File: config.mk
export PLATFORM = sky130hd
export DESIGN_NAME = apb_master_arbiter
export DESIGN_NICKNAME = d
export VERILOG_FILES = /design/src/rtl/apb_master_arbiter.sv
export SDC_FILE = /design/constraint.sdc
export NUM_CORES = 1
export LEC_CHECK = 0
export CAP_MARGIN = 20
export CORE_ASPECT_RATIO = 1.4
export CORE_MARGIN = 1.5
export CORE_UTILIZATION = 46
export CTS_BUF_LIST = sky130_fd_sc_hd__clkbuf_8
export DETAILED_ROUTE_END_ITERATION = 7
export PLACE_DENSITY = 0.88
export SYNTH_ARGS = -nofsm -noshare
export SYNTH_HDL_FRONTEND = slang
export SYNTH_SLANG_ARGS = --single-unit
File: constraint.sdc
create_clock -name clock -period 8.77 [get_ports clock]
set_input_delay 2.631 -clock clock [delete_from_list [all_inputs] [get_ports clock]]
set_output_delay 2.631 -clock clock [all_outputs]
set_load 0.05 [all_outputs]
File: src/rtl/apb_master_arbiter.sv
// Two-requester APB master: round-robin arbitration, SETUP/ACCESS sequencing,
// wait-state handling and an ACCESS-phase watchdog that forces an error completion.
module apb_master_arbiter #(
   parameter int ADDR_W  = 32,
   parameter int DATA_W  = 32,
   parameter int TIMEOUT = 16
) (
   input  logic              clock,
   input  logic              reset,
   input  logic              req0_valid,
   input  logic              req0_write,
   input  logic [ADDR_W-1:0] req0_addr,
   input  logic [DATA_W-1:0] req0_wdata,
   output logic              req0_ack,
   output logic              req0_done,
   output logic [DATA_W-1:0] req0_rdata,
   output logic              req0_err,
   input  logic              req1_valid,
   input  logic              req1_write,
   input  logic [ADDR_W-1:0] req1_addr,
   input  logic [DATA_W-1:0] req1_wdata,
   output logic              req1_ack,
   output logic              req1_done,
   output logic [DATA_W-1:0] req1_rdata,
   output logic              req1_err,
   output logic [ADDR_W-1:0] paddr,
   output logic [DATA_W-1:0] pwdata,
   output logic              pwrite,
   output logic              psel,
   output logic              penable,
   input  logic [DATA_W-1:0] prdata,
   input  logic              pready,
   input  logic              pslverr
);

   localparam int WD_W = (TIMEOUT > 1) ? $clog2(TIMEOUT + 1) : 1;

   typedef enum logic [1:0] {IDLE, SETUP, ACCESS} state_t;

   state_t            state;
   state_t            state_nxt;
   logic              last_grant;
   logic              arb_sel;
   logic              any_valid;
   logic              wd_hit;
   logic              complete;
   logic              start;
   logic [WD_W-1:0]   wd_cnt;
   logic [DATA_W-1:0] res_data;
   logic              res_err;

   // last_grant doubles as the owner of the transfer currently on the bus.
   always_comb begin
      any_valid = req0_valid | req1_valid;
      arb_sel   = (req0_valid && req1_valid) ? ~last_grant : req1_valid;
      wd_hit    = (TIMEOUT != 0) && !pready && (wd_cnt == WD_W'(TIMEOUT - 1));
      complete  = (state == ACCESS) && (pready || wd_hit);
      start     = any_valid && ((state == IDLE) || complete);
      res_data  = (wd_hit || pwrite) ? '0 : prdata;
      res_err   = wd_hit | pslverr;
   end

   always_ff @(posedge clock or posedge reset) begin
      if (reset) state <= IDLE;
      else       state <= state_nxt;
   end

   always_comb begin
      state_nxt = state;
      case (state)
         IDLE:    if (any_valid) state_nxt = SETUP;
         SETUP:   state_nxt = ACCESS;
         ACCESS:  if (complete) state_nxt = any_valid ? SETUP : IDLE;
         default: state_nxt = IDLE;
      endcase
   end

   always_comb begin
      psel     = (state != IDLE);
      penable  = (state == ACCESS);
      req0_ack = (state == SETUP) && !last_grant;
      req1_ack = (state == SETUP) && last_grant;
   end

   always_ff @(posedge clock or posedge reset) begin
      if (reset) begin
         last_grant <= 1'b1;
         paddr      <= '0;
         pwdata     <= '0;
         pwrite     <= 1'b0;
      end else if (start) begin
         last_grant <= arb_sel;
         paddr      <= arb_sel ? req1_addr  : req0_addr;
         pwdata     <= arb_sel ? req1_wdata : req0_wdata;
         pwrite     <= arb_sel ? req1_write : req0_write;
      end
   end

   // Counts ACCESS cycles without pready; cleared while in SETUP.
   always_ff @(posedge clock or posedge reset) begin
      if (reset)                            wd_cnt <= '0;
      else if (state == SETUP)              wd_cnt <= '0;
      else if (state == ACCESS && !pready)  wd_cnt <= wd_cnt + WD_W'(1);
   end

   always_ff @(posedge clock or posedge reset) begin
      if (reset) begin
         req0_done  <= 1'b0;
         req1_done  <= 1'b0;
         req0_rdata <= '0;
         req1_rdata <= '0;
         req0_err   <= 1'b0;
         req1_err   <= 1'b0;
      end else begin
         req0_done <= complete && !last_grant;
         req1_done <= complete && last_grant;
         if (complete && !last_grant) begin
            req0_rdata <= res_data;
            req0_err   <= res_err;
         end
         if (complete && last_grant) begin
            req1_rdata <= res_data;
            req1_err   <= res_err;
         end
      end
   end

endmodule

* Word level (Yosys, flattened, before mapping) *
Index checks and enable logic that the tools add are counted.

storage, ports and cells
  bits in registers = 141
  bits of input ports = 168
  output and inout port bits = 137
  logic and storage cells = 50

cells by class
  add/sub/neg operators = 1
  equality and inequality tests = 5
  mux-type cells = 11
  bitwise operators = 3
  reductions and logical operators = 18

operators with widths
  operator                                                                  count
  32-bit 2-to-1 mux                                                         3
  5-bit 2-to-1 mux                                                          2
  1-bit logical AND                                                         9
  2-bit case mux with 3 select lines                                        1
  5-bit by 1-bit adder with 5-bit output (second input constant)            1
  5-bit by 4-bit equality test with 1-bit output (second input constant)    1
  2-bit 2-to-1 mux                                                          2
  2-bit nonzero test                                                        2
  1-bit logical OR                                                          3
  1-bit 2-to-1 mux                                                          3
  2-bit by 1-bit equality test with 1-bit output (second input constant)    1
  2-bit equality test (second input constant)                               1
  1-bit zero test                                                           2
  2-bit zero test                                                           1
  2-bit by 1-bit inequality test with 1-bit output (second input constant)  1
  2-bit inequality test (second input constant)                             1
  1-bit bitwise OR                                                          2
  2-bit AND reduction                                                       1
  1-bit inverter                                                            1

* Longest topological paths before layout *
  depth after elaboration = 6
  mapped depth = 8
  mapped depth without buffers = 6

* Worst setup path before layout *
No wires, ideal clock.

  path kind = reg2out
  from = reg state[0]
  to = out req0_ack
  arrival time = 1.464 ns
  required time = 6.139 ns
  slack = 4.675 ns
  stages on the path, launching flop included = 4
  buffers on the path = 1
  cells stage by stage = dfrtp_1 > clkbuf_1 > nand2_1 > nor2_1

between the ends
  word-level cells in the longest chain between the ends = 2

RTL lines
  what                                            RTL line  text
  from (decl)                                     40        state_t state;
  from (signal assigned)                          65        else state <= state_nxt;
  2-bit by 1-bit equality test with 1-bit output  81        req0_ack = (state == SETUP) && !last_grant;
  1-bit logical AND                               81
  to (decl)                                       14        output logic req0_ack,

No other way between the ends.

* Final worst setup path *
  from = reg state[0]
  to = out req1_ack

between the ends
  word-level cells in the longest chain between the ends = 2

RTL lines
  what                                            RTL line  text
  2-bit by 1-bit equality test with 1-bit output  82        req1_ack = (state == SETUP) && last_grant;
  1-bit logical AND                               82
  to (decl)                                       22        output logic req1_ack,

No other way between the ends.

==> impl_metrics.tcl <==
set metrics [dict create \
    cpMaxStageDelayCell "clkdlybuf4s50_1" \
    peakVddDrop_mv 0.2757 \
    first_iter_violations 109 \
    synth_edf_count 0 \
    hold_path_class "reg -> reg" \
    syn-num-nets 618 \
    initial_core_util 0.4709 \
    chipWidth_um 104.1 \
    die_y_um 144.5 \
    startpoint_type "flop" \
    reg2reg_slack_ps 5970 \
    post_cts.repair.setup_buffers 0 \
    grt-ovfl-total 0 \
    drc 0 \
    period_needed_ps 4866 \
    yosys.area.top_type "dfrtp_1" \
    ys_seq_elements 141 \
    yosysUniqueCellTypes 33 \
    worstMarginPinSlew_ps 913.4 \
    cp_cell_sequence "nand2_1 > nor2_1 > clkdlybuf4s50_1" \
    ant_nets 0 \
    wirelength_um 17690 \
    slew_headroom 0.3911 \
    arrival_ps 2230 \
    power_uw 4166 \
    ctsResizeCount 0 \
    clockRootBuffer "clkbuf_8" \
    min_path_cells 1 \
    ctsHoldBuffers 0 \
    cts_sinks 141 \
    post_drt_wl_per_cell_um 18.70 \
    avgSynthCellArea_um2 14.69 \
    critical_path_class "reg -> out" \
    yosysMostFrequentCell "dfrtp_1" \
    firstDrtPassIters 4 \
    port_buffers 304 \
    layout-drive-gt1-share 0.2654 \
    syn_inst 448 \
    final_net_count 918 \
    synth_largest_type_area_fraction 0.5324 \
    cts_tree "built" \
    num_vias 4867 \
    finalClockSkew_ps 7.463 \
    grt_pass1_wl_um 27340 \
    leakage_uw 0.004331 \
    grtUsageTotal 0.2343 \
    status "completed" \
    cp.required_ps 6140 \
    post-dp-hpwl_um 12930 \
    tns_ps 0 \
    rows 51 \
    synth_seq_area_share 0.5364 \
    synthTopCellsByCount "dfrtp_1 (140), mux2_2 (124), mux2_1 (44)" \
    multiInputGateArea_um2 2859 \
    synth.top_cells.by_area "dfrtp_1 (53%), mux2_2 (21%), mux2_1 (7.5%)" \
    drv_cap 0 \
    rr_worst_depth 7 \
    slew_viol_final 0 \
    core_um2 13970 \
    via_per_inst 5.145 \
    fin_crit_sh 0.5548 \
    clk_latency_ps 430 \
    synthArstFlopShare 1.000 \
    fillers 916 \
    n_antenna_cell 0 \
    gp_congestion 0.8293 \
    finalSetupViolations 0 \
    cts_made_buffers 17 \
    grt_max_degree 74 \
    io_pins 305 \
    yosys_warnings 0 \
    h-tree-depth 4 \
    fmax_ghz 0.2055 \
    endpoint_kind "primary output" \
    dieArea_um2 15040 \
    ys.flop_type "dfrtp_1" \
    rsz0062_at_grt "no" \
    finalHoldViolations 0 \
    power_density_nw_per_um2 407.7 \
    synthesis.area_um2 6580 \
    clockBufferDepth 2 \
    seqCellArea_um2 3530 \
    clkSlewWorstSetupHoldPaths_ps 80 \
    crit_path_max_incr_delay_ps 830 \
    antenna_found_initial 0 \
    crit_fanout 15 \
    syn2layout_area_growth_pct 55.30 \
    grt_pass1_vias 5446 \
]
-- critical path, delay by kind of cell (launching register included) --
kind | cells | cell delay [ps]
buf+inv | 1 | 830
flops | 1 | 670
simple gates | 2 | 300
-- sequential cells by signal, summed over array words and instances, names as in the netlist --
register / cells
pwrite: 1
req0_err: 1
pwdata: 32
req0_done: 1
req1_rdata: 32
req1_err: 1
req1_done: 1
last_grant: 1
paddr: 32
wd_cnt: 5
state: 2
req0_rdata: 32
-- metal layers --
metal,global-route usage,vias to the layer above,share of wire
met5,0,-,0
met4,0.1213,0,0.042
met3,0.07661,43,0.063
met2,0.4343,217,0.54
met1,0.2342,2412,0.35
li1,-,2195,-
-- placed cells by master, fill, tap and decap left out, types with 2 or more instances in the layout --
master / n
a21oi_1: 3
buf_4: 6
bufinv_16: 4
clkbuf_8: 18
clkdlybuf4s50_1: 304
clkinv_2: 2
clkinv_4: 4
clkinvlp_4: 2
dfrtp_1: 140
ha_1: 2
inv_1: 7
inv_6: 2
mux2_1: 44
mux2_2: 124
mux2_4: 29
nand2_1: 5
nor2_1: 6
nor3_1: 2
nor3b_1: 33
o2bb2ai_1: 4
-- stage by stage --
step | cells | area, µm² | hold WS, ps | util | setup slack (ps)
floorplan | 448 | 6580 | 477.8 | - | 2359
global placement | 912 | 9743 | 472.1 | 0.6972 | 3207
detailed placement | 912 | 9743 | 480.0 | 0.6972 | 3118
CTS | 944 | 10180 | 498.3 | 0.7287 | 3579
global route | 946 | 10220 | 517.0 | 0.7312 | 3717
finish | 946 | 10220 | 493.7 | 0.7312 | 3904
-- power breakdown --
part / switching [µW] / internal (µW) / total, µW
sequential: 186 / 954 / 1140
clock: 252 / 318 / 570
combinational: 1520 / 941 / 2460
-- layout make-up --
type / instances / area share
timing repair buffer: 312 / 0.3056
sequential: 141 / 0.3454
tap: 185 / 0.02265
clock buffer: 18 / 0.02424
inverter: 8 / 0.003428
clock inverter: 14 / 0.01886
multi-input combinational: 268 / 0.2798
-- cells by family after synthesis --
family	Yosys count	share of synthesized area
muxes	197	0.3537
DFF	141	0.5364
and+or+nand+nor	56	0.05743
buffers and inverters	39	0.03347
AOI/OAI and AO/OA	13	0.01521
adders and majority gates	2	0.003802
-- final timing paths --
path                                             from                         end
setup / recovery                 state[0]$_DFFE_PP0P_                    req1_ack
hold / removal             req1_rdata[18]$_DFFE_PP0P_  req1_rdata[18]$_DFFE_PP0P_
setup reg to reg                wd_cnt[0]$_DFFE_PP0P_      pwdata[20]$_DFFE_PP0P_
hold reg to reg            req1_rdata[18]$_DFFE_PP0P_  req1_rdata[18]$_DFFE_PP0P_
max in group asynchronous                       reset  req0_rdata[28]$_DFFE_PP0P_
min in group asynchronous                       reset      pwdata[26]$_DFFE_PP0P_
(Power assumes the default switching activity.)
